--- config.mk ---
export PLATFORM = sky130hd
export DESIGN_NAME = usr_seq_ctrl
export DESIGN_NICKNAME = d
export VERILOG_FILES = /design/src/rtl/usr_seq_ctrl_pkg.sv /design/src/rtl/usr_step_cnt.sv /design/src/rtl/usr_seq_ctrl.sv
export SDC_FILE = /design/constraint.sdc
export NUM_CORES = 1
export LEC_CHECK = 0
export ABC_AREA = 0
export CAP_MARGIN = 20
export CORE_MARGIN = 2
export CORE_UTILIZATION = 35
export DETAILED_ROUTE_END_ITERATION = 16
export PLACE_DENSITY_LB_ADDON = 0.12
export SETUP_SLACK_MARGIN = 0.2
export SLEW_MARGIN = 10
export SYNTH_ARGS = -nofsm -noshare
export SYNTH_HDL_FRONTEND = slang
export SYNTH_SLANG_ARGS = --single-unit
--- constraint.sdc ---
create_clock -name clk -period 1.7 [get_ports clk]
set_input_delay 0.34 -clock clk [delete_from_list [all_inputs] [get_ports clk]]
set_output_delay 0.34 -clock clk [all_outputs]
set_load 0.005 [all_outputs]
--- src/rtl/usr_seq_ctrl_pkg.sv ---
// ============================================================================
// Module   : usr_seq_ctrl_pkg
// Purpose  : Shared op codes, USR mode codes and FSM encodings for the USR
//            command sequencer.
// Revision : 1.0  initial release
// ============================================================================
`default_nettype none

package usr_seq_ctrl_pkg;

  typedef logic [2:0] op_t;
  typedef logic [1:0] mode_t;

  localparam op_t OP_NOP  = 3'b000;
  localparam op_t OP_LOAD = 3'b001;
  localparam op_t OP_SHR  = 3'b010;
  localparam op_t OP_SHL  = 3'b011;
  localparam op_t OP_ROR  = 3'b100;
  localparam op_t OP_ROL  = 3'b101;

  localparam mode_t S_HOLD = 2'b00;
  localparam mode_t S_SHR  = 2'b01;
  localparam mode_t S_SHL  = 2'b10;
  localparam mode_t S_LOAD = 2'b11;

  localparam logic [1:0] ST_IDLE  = 2'd0;
  localparam logic [1:0] ST_LOAD  = 2'd1;
  localparam logic [1:0] ST_SHIFT = 2'd2;
  localparam logic [1:0] ST_DONE  = 2'd3;

  function automatic logic is_illegal(input op_t op);
    return (op > OP_ROL);
  endfunction

  function automatic logic is_shift_op(input op_t op);
    return (op == OP_SHR) || (op == OP_SHL) || (op == OP_ROR) || (op == OP_ROL);
  endfunction

  // Right-moving ops share mode 01; left-moving ops share mode 10.
  function automatic logic is_right_op(input op_t op);
    return (op == OP_SHR) || (op == OP_ROR);
  endfunction

endpackage

`default_nettype wire

--- src/rtl/usr_step_cnt.sv ---
// ============================================================================
// Module   : usr_step_cnt
// Purpose  : Step down-counter with parallel load and last-step flag.
// Revision : 1.0  initial release
// ============================================================================
`default_nettype none

module usr_step_cnt #(
  parameter int CNT_W = 3
) (
  input  logic             clk,
  input  logic             resetn,
  input  logic             load,
  input  logic [CNT_W-1:0] load_val,
  input  logic             dec,
  output logic             last
);

  logic [CNT_W-1:0] r_count;

  always_ff @(posedge clk or negedge resetn) begin
    if (!resetn) begin
      r_count <= '0;
    end else if (load) begin
      r_count <= load_val;
    end else if (dec && (r_count != '0)) begin
      r_count <= r_count - 1'b1;
    end
  end

  assign last = (r_count == CNT_W'(1));

endmodule

`default_nettype wire

--- src/rtl/usr_seq_ctrl.sv ---
// ============================================================================
// Module   : usr_seq_ctrl
// Purpose  : Command sequencer driving a universal shift register's mode,
//            parallel data and serial inputs, one command per handshake.
// Revision : 1.0  initial release
// ============================================================================
`default_nettype none

module usr_seq_ctrl
  import usr_seq_ctrl_pkg::*;
#(
  parameter int WIDTH = 4,
  parameter int CNT_W = 3
) (
  input  logic             clk,
  input  logic             resetn,
  input  logic             cmd_valid,
  output logic             cmd_ready,
  input  logic [2:0]       cmd_op,
  input  logic [CNT_W-1:0] cmd_cnt,
  input  logic [WIDTH-1:0] cmd_data,
  input  logic             cmd_fill,
  input  logic [WIDTH-1:0] usr_q,
  output logic [1:0]       usr_s,
  output logic [WIDTH-1:0] usr_x,
  output logic             usr_lsi,
  output logic             usr_rsi,
  output logic             busy,
  output logic             done,
  output logic             err
);

  logic [1:0]       r_state;
  logic [1:0]       w_state_nxt;
  op_t              r_op;
  logic [WIDTH-1:0] r_data;
  logic             r_fill;
  logic             w_accept;
  logic             w_last;
  logic             w_in_shift;
  logic             w_q_unused;

  assign w_accept   = cmd_valid && (r_state == ST_IDLE);
  assign w_in_shift = (r_state == ST_SHIFT);

  // Only the end bits of usr_q feed the rotate path.
  assign w_q_unused = ^usr_q[WIDTH-2:1];

  always_comb begin
    w_state_nxt = r_state;
    case (r_state)
      ST_IDLE: begin
        if (w_accept) begin
          if (cmd_op == OP_LOAD) begin
            w_state_nxt = ST_LOAD;
          end else if (is_shift_op(cmd_op) && (cmd_cnt != '0)) begin
            w_state_nxt = ST_SHIFT;
          end else begin
            w_state_nxt = ST_DONE;
          end
        end
      end
      ST_LOAD:  w_state_nxt = ST_DONE;
      ST_SHIFT: if (w_last) w_state_nxt = ST_DONE;
      ST_DONE:  w_state_nxt = ST_IDLE;
      default:  w_state_nxt = ST_IDLE;
    endcase
  end

  always_ff @(posedge clk or negedge resetn) begin
    if (!resetn) begin
      r_state <= ST_IDLE;
    end else begin
      r_state <= w_state_nxt;
    end
  end

  always_ff @(posedge clk or negedge resetn) begin
    if (!resetn) begin
      r_op   <= OP_NOP;
      r_data <= '0;
      r_fill <= 1'b0;
    end else if (w_accept) begin
      r_op   <= cmd_op;
      r_data <= cmd_data;
      r_fill <= cmd_fill;
    end
  end

  usr_step_cnt #(
    .CNT_W (CNT_W)
  ) u_step_cnt (
    .clk      (clk),
    .resetn   (resetn),
    .load     (w_accept),
    .load_val (cmd_cnt),
    .dec      (w_in_shift),
    .last     (w_last)
  );

  // Everything below decodes from state and latched fields, never from cmd_*.
  always_comb begin
    usr_s = S_HOLD;
    if (r_state == ST_LOAD) begin
      usr_s = S_LOAD;
    end else if (w_in_shift) begin
      usr_s = is_right_op(r_op) ? S_SHR : S_SHL;
    end
  end

  always_comb begin
    usr_rsi = 1'b0;
    usr_lsi = 1'b0;
    if (w_in_shift) begin
      case (r_op)
        OP_SHR:  usr_rsi = r_fill;
        OP_ROR:  usr_rsi = usr_q[0];
        OP_SHL:  usr_lsi = r_fill;
        OP_ROL:  usr_lsi = usr_q[WIDTH-1];
        default: begin
          usr_rsi = 1'b0;
          usr_lsi = 1'b0;
        end
      endcase
    end
  end

  assign usr_x     = (r_state == ST_LOAD) ? r_data : '0;
  assign cmd_ready = (r_state == ST_IDLE);
  assign busy      = ~cmd_ready;
  assign done      = (r_state == ST_DONE);
  assign err       = done && is_illegal(r_op);

endmodule

`default_nettype wire

==> results of run 1 <==
## stage by stage
step / setup TNS [ps] / hold WS, ps
after CTS: -47.46 / 369.1
final: -21.99 / 367.0
after global routing: -416.9 / 395.4
after detailed placement: -601.9 / 485.8
after global placement: -532.3 / 466.4
after floorplan: 0 / 44.41
## where the power goes
group	switching (mW)	total [mW]	internal, mW
combinational	0.663	1.74	1.07
sequential	0.147	0.624	0.477
clock	0.100	0.191	0.0909
## final cells by class
| class | instances | area [um^2] | area share [%] |
|---|---|---|---|
| timing repair buffer | 47 | 441.7 | 30.46 |
| sequential | 13 | 326.6 | 22.52 |
| clock buffer | 4 | 26.28 | 1.812 |
| tap | 28 | 35.03 | 2.416 |
| inverter | 7 | 28.78 | 1.984 |
| multi-input combinational | 55 | 591.8 | 40.81 |
## worst max-delay path, cell delays in order (launching register included)
cell,delay [ps]
dfrtp_1,430
buf_6,150
nor2b_4,100
nand2_1,90
a211oi_2,190
buf_2,140
## cell usage in the layout (no fill, tap or decap), types with 3 or more instances in the layout
cell,Yosys,routed
a21oi_1,3,3
clkdlybuf4s50_1,0,15
nand2_1,3,3
buf_2,0,8
buf_6,1,17
nor2_1,5,5
mux2_4,4,9
ha_4,0,4
inv_2,2,3
ha_1,7,3
clkbuf_4,0,3
buf_4,0,6
dfrtp_1,13,12
and2_1,4,3
inv_1,5,3
## synth_stat cells, drive strengths merged, types with 2 or more instances
cell type  number  share of area, %
a211oi          2               1.8
nor4bb          2               2.5
and2            4               3.1
ha              7                11
a21oi           3               1.8
inv             7               3.2
or3             2               1.5
a31oi           2               1.5
o21ai           2               1.2
nor2            5               2.3
nor2b           2               1.5
nand2           4               2.1
mux2            9                14
dfrtp          13                40
## flip-flops by register name, summed over array words and instances, names as in the netlist
signal              cells
r_state                 2
r_data                  4
r_fill                  1
r_op                    3
u_step_cnt.r_count      3
## routing by layer
metal | share of wire [%] | track usage [%]
met3 | 3.0 | 3.429
met2 | 52 | 31.67
met5 | 0 | 0
met4 | 0.79 | 7.692
met1 | 44 | 19.25
## logic make-up after synthesis
logic type / Yosys count
adders and majority gates: 7
and+or+nand+nor: 23
AOI/OAI and AO/OA: 13
DFF: 13
buffers and inverters: 8
muxes: 10
xor gates and xnor gates: 2
## repair_timing
item / 4_1_cts / 5_1_grt
pin swaps: 11 / 5
endpoints found under the setup margin: 17 / 23
buffers inserted: 7 / 1
gates resized for setup: 83 / 13
## path summary, 6_finish.rpt
kind | start | endpoint | cells after the start
setup / recovery | r_op[1] | usr_rsi | 5
hold / removal | resetn | r_op[1] | 2
setup reg to reg | r_state[1] | r_state[1] | 7
hold reg to reg | r_data[3] | r_data[3] | 1
max in group asynchronous | resetn | r_op[2] | 2
min in group clk | r_data[3] | r_data[3] | 1
==> impl_results.md, run 1 <==
* Total power at 2.551 mW
* Setup CP Type: reg -> out
* Clock latency at the later pin of the worst-skew pair at between 200 and 300 ps
* FFs w/ async S/R, synth at 100.0%
* DRT iter0 DRCs at 4
* Max-cap violation count at 0
* Max VDD drop at between 800 and 900 uV
* HPWL after detailed placement at 1.403 mm
* Clock tree buffer depth at 2
* Vias at 716
* Final std cells w/o fill at between 150 and 200
* Arr. time, crit path at 1370 ps
* Reg2Reg Setup Slack at 140 ps
* Fin nets at around 150
* Final setup vio count at 3
* Die ar. at 2737 um^2
* Routed Antenna Nets at 0
* Largest family of logic cells by synthesized area: simple AND/OR/NAND/NOR gates
* Number of synthesized flops with an enable pin at 0
* Final core occ at 65.55%
* Routed WL at slightly above 2 mm
* Crit Path Max Fanout at 3
* Slew Viols, Final at 0
* Setup Skew at between 3 and 4 ps
* Vias in the first global route at 730
* Synth unique cells at 30
* Outcome: finished, violations left
* Ant. Diodes at 0
* Ports at 30
* Initial antenna violation count at 0
* F_max at between 0.5 and 0.6 GHz
* Vias per inst at 4.649
* XOR/XNOR Fraction of Synth Area at 2.144%
* Die height at 52.32 um
* Post-Synth Adder-Cell Area at 10.72%
* RD Place Congestion at around 0.7
* CTS tree: built
* Number of iterations in the first detailed-routing pass at 3
* Cts hold-fix bufs at 0
* # fillers at around 180
* CORE AREA at 2212 um^2
* Leak pwr at 0.6831 nW
* RSZ-0062 raised after global routing: true
* Num CTS Buffers at 3
* Pin count of the biggest net entering global routing at 14
* Clock Pin Slew Worst Setup and Hold Paths at ~80 ps
* Initial Utilization at a little under two fifths
* WL per Instance at 13.21 um
* Placement Cell Area at 1201 um^2
* Main flop type after synthesis: dfrtp_1
* Post-route cell area at 1450 um^2
* Cells after synthesis at 76
* Worst-margin pin slew at 253.2 ps
* DR DRC count at 0
* Die width at 52.32 um
* H-tree depth at 1
* GRT Util Overall at between 10% and 20%
* PortBufs at 27
* Crit end category: output pin
* YS warnings at 0
* Syn nets at a little over 100
* Slew HR at 82.89%
* Area grow syn2layout at 77.49%
* Dpl cells at 142
* Cell Area, Synth at 817.0 um^2
* PD cells at 1759 nW/um^2
* Failing checks: negative setup slack
* Clock sinks at 13
* Syn Area/Cell at 10.75 um^2
* First-pass GRT wire length at 3.394 mm
* Total grt overflow at 0
* FP Rows at 17
* Final-report hold violation count at 0
* Multiplexer area fraction after synthesis at 15.47%
* Setup WS post-layout at -14.95 ps
* Seq/Total Area, Yosys at between 30% and 40%
* CP Launch Type: register
* Share of cells above drive strength 1 at 50.00%
* Fin crit period at 1715 ps
* Flops & latches, synth at 13
* Tcrit/Tclk final at 100.9%
* CTS root buf: clkbuf_4
* Pre-CTS setup slack at -233.0 ps
* Post-synthesis compound-gate area fraction at 11.03%
* Worst EP required at 1360 ps
* Min-Delay Path Class: in -> async
* Simple-Gate Fraction of Synth Area at 16.23%
(Power assumes the default switching activity.)
==> run 2, diff against run 1 <==
- SETUP_SLACK_MARGIN: 0.2 -> not set
==> run 2 against run 1 <==
The run still ends with negative setup slack left. Global-route usage shrank 1.3 points. Routed wire length shrank 8.4%. Total power down 14%. Highest routed layer unchanged. Core utilization fell by 6.7 points. Critical path depth unchanged. Critical path type unchanged. Largest cell class unchanged. Final area down 10%.
==> impl_results.md, run 2 (synthesis gave the netlist of run 1 again) <==
* Routed WL at 1.863 mm (-8.4%)
* CTS tree: built
* Die height at 52.32 um (unchanged)
* GRT Util Overall at 16.07% (-1.3 points)
* Die ar. at 2737 um^2 (unchanged)
* Pin count of the biggest net entering global routing at 14 (unchanged)
* Reg with most FFs: r_data
* CORE AREA at 2212 um^2 (unchanged)
* Clock sinks at 13 (unchanged)
* Leak pwr at 0.6016 nW (-12%)
* RSZ-0062 raised after global routing: true
* Sw Share at 36.26% (+0.60 points)
* First-pass GRT wire length at 3.153 mm (-7.1%)
* Clock tree buffer depth at 2 (unchanged)
* Commonest non-fill, non-tap cell in the layout: clkdlybuf4s50_1
* Share of cells above drive strength 1 at 40.32% (-9.7 points)
* Top flop regs: r_data: 4 flops, r_op: 3 flops, u_step_cnt.r_count: 3 flops
* Setup WS post-layout at -12.07 ps (+2.882 ps)
* Area grow syn2layout at 59.27%
* Crit end category: output pin
* Min-Delay Path Class: in -> async
* F_max at 0.5841 GHz (+0.17%)
* Vias at 700 (-2.2%)
* CTS root buf: clkbuf_4
* Ports at 30 (unchanged)
* Crit Path Max Fanout at 4 (+1)
* Internal power at 1.399 mW (-15%)
* Slew Viols, Final at 0 (unchanged)
* Final setup vio count at 2 (-1)
* Vias in the first global route at 687 (-5.9%)
* Max VDD drop at 785.3 uV (-11%)
* Fin nets at 150 (-1.3%)
* PortBufs at 27 (unchanged)
* DRT iter0 DRCs at 1 (-3)
* Cts hold-fix bufs at 0 (unchanged)
* Setup CP Type: reg -> out
* Routed Antenna Nets at 0 (unchanged)
* H-tree depth at 1 (unchanged)
* PD cells at 1687 nW/um^2 (-4.1%)
* Total power at 2.195 mW (-14%)
* Slew HR at 81.45% (-1.4 points)
* Initial Utilization at 36.93% (unchanged)
* Combinational Power Share at 63.1% (-4.9 points)
* Worst-margin pin slew at 274.5 ps (+21.26 ps)
* Clk pwr share at 8.7% (+1.2 points)
* P_sw at 0.7958 mW (-13%)
* Commonest cells after routing, fill and taps aside: clkdlybuf4s50_1, buf_4, dfrtp_1
* Max incr delay on CP at 440 ps (about the same)
* Clock Pin Slew Worst Setup and Hold Paths at 80 ps (about the same)
* Tcrit/Tclk final at 100.7% (-0.17 points)
* Final-report hold violation count at 0 (unchanged)
* Arr. time, crit path at 1370 ps (about the same)
* Number of iterations in the first detailed-routing pass at 2 (-1)
* Slowest-stage cell, CP: dfrtp_1
* Total grt overflow at 0 (unchanged)
* Reg2Reg Setup Slack at 80 ps (-60 ps)
* Worst EP required at 1360 ps (about the same)
* CP Launch Type: register
* # fillers at 201 (+15%)
* Failing checks: negative setup slack
* Max-cap violation count at 0 (unchanged)
* Cell Chain, Critical Path: inv_2 > ha_4 > buf_6 > a31o_1 > buf_2
* DR DRC count at 0 (unchanged)
* Die width at 52.32 um (unchanged)
* Crit path max-delay family: flip-flops
* HPWL after detailed placement at 1.403 mm (unchanged)
* WL per Instance at 12.26 um (-7.2%)
* Buf+Inv Stages, Crit Path at 3 (+1)
* Register share of total power at 28.2% (+3.7 points)
* Ant. Diodes at 0 (unchanged)
* Outcome: finished, violations left
* Max reg flops at 4 (unchanged)
* Setup Skew at 2.938 ps (-0.2248 ps)
* Num CTS Buffers at 3 (unchanged)
* Fin crit period at 1712 ps (-2.881 ps)
* Clock latency at the later pin of the worst-skew pair at 270 ps (about the same)
* FP Rows at 17 (unchanged)
* RD Place Congestion at 0.7026 (unchanged)
* Vias per inst at 4.605 (-0.95%)
* Worst hold slack at 366.3 ps (-0.6990 ps)
* Initial antenna violation count at 0 (unchanged)
* Post-Route Setup TNS at -12.75 ps (+9.237 ps)
## run 2: changes by cell type in the layout (fill, tap and decap cells not counted), sizes merged
| cell | before | now |
|---|---|---|
| clkbuf | 4 | 10 |
| dlygate4sd2 | 0 | 2 |
| buf | 32 | 21 |
| clkdlybuf4s15 | 0 | 1 |
## run 2: path summary, 6_finish.rpt
path,start,endpoint,cells after the start
setup reg to reg,r_state[0],u_step_cnt.r_count[1],8
max in group asynchronous,resetn,r_op[1],2
min in group clk,r_data[3],r_data[3],1
setup / recovery,r_state[1],usr_s[0],5
hold reg to reg,r_data[3],r_data[3],1
hold / removal,resetn,r_op[1],2
## run 2: cell type report
cell class	instances	area, um^2	area share (%)
multi-input combinational	55	514.2	39.52
timing repair buffer	45	372.9	28.65
sequential	13	326.6	25.10
tap	28	35.03	2.692
clock buffer	4	26.28	2.019
inverter	7	26.28	2.019
## run 2: power groups by stage
| stage | combinational (mW) | sequential, mW | clock [mW] |
|---|---|---|---|
| 2_1_floorplan | 0.704 | 0.568 | 0 |
| 3_3_place_gp | 1.24 | 0.589 | 0 |
| 3_5_place_dp | 1.26 | 0.597 | 0 |
| 4_1_cts | 1.37 | 0.602 | 0.200 |
| 5_1_grt | 1.55 | 0.645 | 0.216 |
| 6_report | 1.39 | 0.618 | 0.190 |
## run 2: what timing repair did
action | CTS | global route
endpoints found under the setup margin | 12 | 10
gates cloned | 0 | 0
resized for setup | 31 | 21
pin swaps | 1 | 5
setup buffers | 5 | 1
## run 2: layer usage
metal	GRT usage (%)	wire length (um)	part of all wire (%)	vias to the layer above
met4	7.692	16	0.86	0
met5	0	0	0	-
met2	29.38	971	52	15
met3	2.571	83	4.5	2
met1	17.79	792	43	323
li1	-	-	-	360
## run 2: per-stage QoR
| stage | utilization, % | instance area (um^2) | worst slack (ps) | cells |
|---|---|---|---|---|
| floorplan | - | 817.0 | 255.6 | 76 |
| global placement | 54.30 | 1201 | -224.8 | 142 |
| detailed placement | 54.30 | 1201 | -233.0 | 142 |
| CTS | 58.94 | 1304 | -154.7 | 151 |
| global route | 58.82 | 1301 | -76.64 | 152 |
| finish | 58.82 | 1301 | -12.07 | 152 |
==> run 3, diff against run 2 <==
- ABC_AREA: 0 -> 1
==> run 3 against run 2 <==
The run still ends with negative setup slack left. Clock power is essentially flat. Clock skew decreased by 1.5 ps. Register-to-register slack got worse by 20 ps. Largest power group unchanged. Routed wire length up 21%. Synthesized cell count is 51% higher. Combinational power up 20%.
==> impl_results.md, run 3 <==
* Outcome: finished, violations left
* Failing checks: negative setup slack
* Reg with most FFs: r_data
* Tcrit/Tclk final at 101.5% (+0.80 points)
* Die width at 54.03 um (+3.3%)
* Yosys top cell by area: dfrtp_1
* Ports at 30 (unchanged)
* Commonest cells after routing, fill and taps aside: nand2_1, buf_4, inv_1, clkdlybuf4s50_1, dfrtp_1
* Routed Antenna Nets at 0 (unchanged)
* Initial antenna violation count at 0 (unchanged)
* FFs w/ async S/R, synth at 100.0% (unchanged)
* H-tree depth at 1 (unchanged)
* Crit path max-delay family: flip-flops
* Total grt overflow at 0 (unchanged)
* Pre-CTS setup slack at -177.7 ps (+55.35 ps)
* WL per Instance at 11.27 um (-8.0%)
* Slew Viols, Final at 0 (unchanged)
* Cell mode on critical path: buf_4
* Crit Path Max Fanout at 4 (unchanged)
* Max reg flops at 4 (unchanged)
* Commonest non-fill, non-tap cell in the layout: nand2_1
* Pin count of the biggest net entering global routing at 14 (unchanged)
* Crit end category: output pin
* Ant. Diodes at 0 (unchanged)
* Cell Area, Synth at 875.8 um^2 (+7.2%)
* Clock sinks at 13 (unchanged)
* Worst hold slack at 359.8 ps (-6.500 ps)
* P_sw at 1.015 mW (+28%)
* Combinational Power Share at 68.0% (+4.9 points)
* GRT Util Overall at 17.22% (+1.2 points)
* CP Launch Type: register
* Max incr delay on CP at 430 ps (about the same)
* Max VDD drop at 1038 uV (+32%)
* Final-report hold violation count at 0 (unchanged)
* HPWL after detailed placement at 1.517 mm (+8.1%)
* Initial Utilization at 36.01% (-0.93 points)
* RD Place Congestion at 0.7614 (+8.4%)
* Slowest-stage cell, CP: dfrtp_1
* DR DRC count at 0 (unchanged)
* Cts hold-fix bufs at 0 (unchanged)
* Top cell type's share of synthesized area at 37.14% (-2.7 points)
* Final core occ at 58.69% (-0.13 points)
* Most common library cells after synthesis: nand2_1, inv_1, dfrtp_1
* Post-route cell area at 1428 um^2 (+9.7%)
* Cell Chain, Critical Path: inv_2 > nand2_1 > a21oi_2 > buf_4 > buf_4 > o21ai_1 > buf_2
* Cells after synthesis at 115 (+51%)
* Flops & latches, synth at 13 (unchanged)
* Syn nets at 140 (+39%)
* Dpl cells at 184 (+30%)
* Setup WS post-layout at -25.72 ps (-13.65 ps)
* Setup CP Type: reg -> out
* Min-Delay Path Class: in -> async
* Leak pwr at 0.7543 nW (+25%)
* Slew HR at 88.24% (+6.8 points)
* Die ar. at 2919 um^2 (+6.6%)
* DRT iter0 DRCs at 11 (+10)
* CTS root buf: clkbuf_4
* Arr. time, crit path at 1390 ps (+20 ps)
* Max-cap violation count at 0 (unchanged)
* # fillers at 225 (+12%)
* Number of synthesized flops with an enable pin at 0 (unchanged)
* Post-Route Setup TNS at -25.72 ps (-12.97 ps)
* Share of cells above drive strength 1 at 36.47% (-3.9 points)
* Worst EP required at 1360 ps (about the same)
* Seq/Total Area, Yosys at 37.14% (-2.7 points)
* Area grow syn2layout at 63.00%
* YS warnings at 0 (unchanged)
* Clock Pin Slew Worst Setup and Hold Paths at 80 ps (about the same)
* Die height at 54.03 um (+3.3%)
* Fin crit period at 1726 ps (+13.65 ps)
* Syn Area/Cell at 7.616 um^2 (-29%)
* CORE AREA at 2432 um^2 (+10%)
* PortBufs at 27 (unchanged)
* Top flop regs: r_data: 4 flops, r_op: 3 flops, u_step_cnt.r_count: 3 flops
* Number of iterations in the first detailed-routing pass at 4 (+2)
* Fin nets at 196 (+31%)
* RSZ-0062 raised after global routing: true
* F_max at 0.5795 GHz (-0.79%)
* Vias in the first global route at 862 (+25%)
* Worst-margin pin slew at 176.0 ps (-98.55 ps)
* FP Rows at 18 (+1)
* Main flop type after synthesis: dfrtp_1
* Final std cells w/o fill at 200 (+32%)
* Placement Cell Area at 1270 um^2 (+5.7%)
* Total power at 2.451 mW (+12%)
* Clk pwr share at 7.8% (-0.9 points)
* Vias per inst at 4.505 (-2.2%)
* Final setup vio count at 1 (-1)
* Clock latency at the later pin of the worst-skew pair at 270 ps (about the same)
* Synth unique cells at 20 (-33%)
* First-pass GRT wire length at 3.539 mm (+12%)
* Vias at 901 (+29%)
* Routed WL at 2.254 mm (+21%)
* Internal power at 1.436 mW (+2.7%)
* Sw Share at 41.40% (+5.1 points)
* CTS tree: built
* PD cells at 1717 nW/um^2 (+1.8%)
* Clock tree buffer depth at 2 (unchanged)
* Buf+Inv Stages, Crit Path at 4 (+1)
* Num CTS Buffers at 3 (unchanged)
* Most used standard cell by instance count after synthesis: nand2_1
* Synth area leaders: dfrtp_1, nand2_1, ha_1
* Register share of total power at 24.2% (-4.0 points)
* Setup Skew at 1.429 ps (-1.509 ps)
==> run 3: cell count changes in the layout (fill, tap and decap cells not counted), moves of 3 or more <==
cell and change:
mux2_4 -4, inv_1 +12, and2_1 -4, a21oi_2 +5
nand3_1 +4, mux2_1 -4, nand2_1 +39, buf_2 +3
nand4_1 +4, buf_4 +4, buf_6 +3
==> run 3: cells by family after synthesis <==
family	Yosys count	synth area share (%)
AO/OA/AOI/OAI	14	11.00
buffers and inverters	22	10.86
XOR/XNOR	1	1.000
flip-flops	13	37.14
adder cells (fa/ha/maj)	7	10.00
AND/OR/NAND/NOR	58	30.00
==> run 3: what timing repair did <==
| item | in CTS | in global routing |
|---|---|---|
| setup buffers | 9 | 4 |
| pin swaps | 5 | 3 |
| setup endpoints to repair | 12 | 9 |
| gates resized for setup | 52 | 12 |
==> run 3: worst register-to-register path, delay by kind of cell, from the launching register on <==
kind	cells	cell delay, ps
simple gates	3	180
compound gates	1	160
fa+ha+maj	1	140
flops	1	450
buf+inv	6	610
==> run 3: area by class of cell <==
class | count | area (um^2) | area share [%]
clock buffer | 4 | 26.28 | 1.840
inverter | 21 | 88.84 | 6.223
multi-input combinational | 80 | 516.7 | 36.20
sequential | 13 | 326.6 | 22.87
tap | 30 | 37.54 | 2.629
timing repair buffer | 52 | 431.7 | 30.24
==> run 3: power by group through the flow <==
stage	clock network [mW]	logic [mW]	registers, mW
floorplan	0	0.759	0.562
global placement	0	1.30	0.578
detailed placement	0	1.32	0.583
CTS	0.202	1.57	0.583
global route	0.222	1.85	0.612
finish	0.191	1.67	0.594
==> run 3: routing by layer <==
layer	part of all wire, %	GRT usage [%]	routed length (um)
met4	0.67	3.750	15
met2	52	31.91	1171
met1	44	19.32	989
met5	0	0	0
met3	3.4	5.000	77
==> run 3: worst paths after layout <==
kind	startpoint	slack, ps	depth (start not counted)	end
worst max-delay path	r_op[2]	-30	7	usr_s[1]
worst min-delay path	resetn	360	2	r_data[3]
worst max register to register	r_state[0]	60	11	u_step_cnt.r_count[2]
worst min register to register	r_data[0]	480	2	r_data[0]
max in group asynchronous	resetn	1160	2	r_state[0]
min in group clk	r_data[0]	480	2	r_data[0]
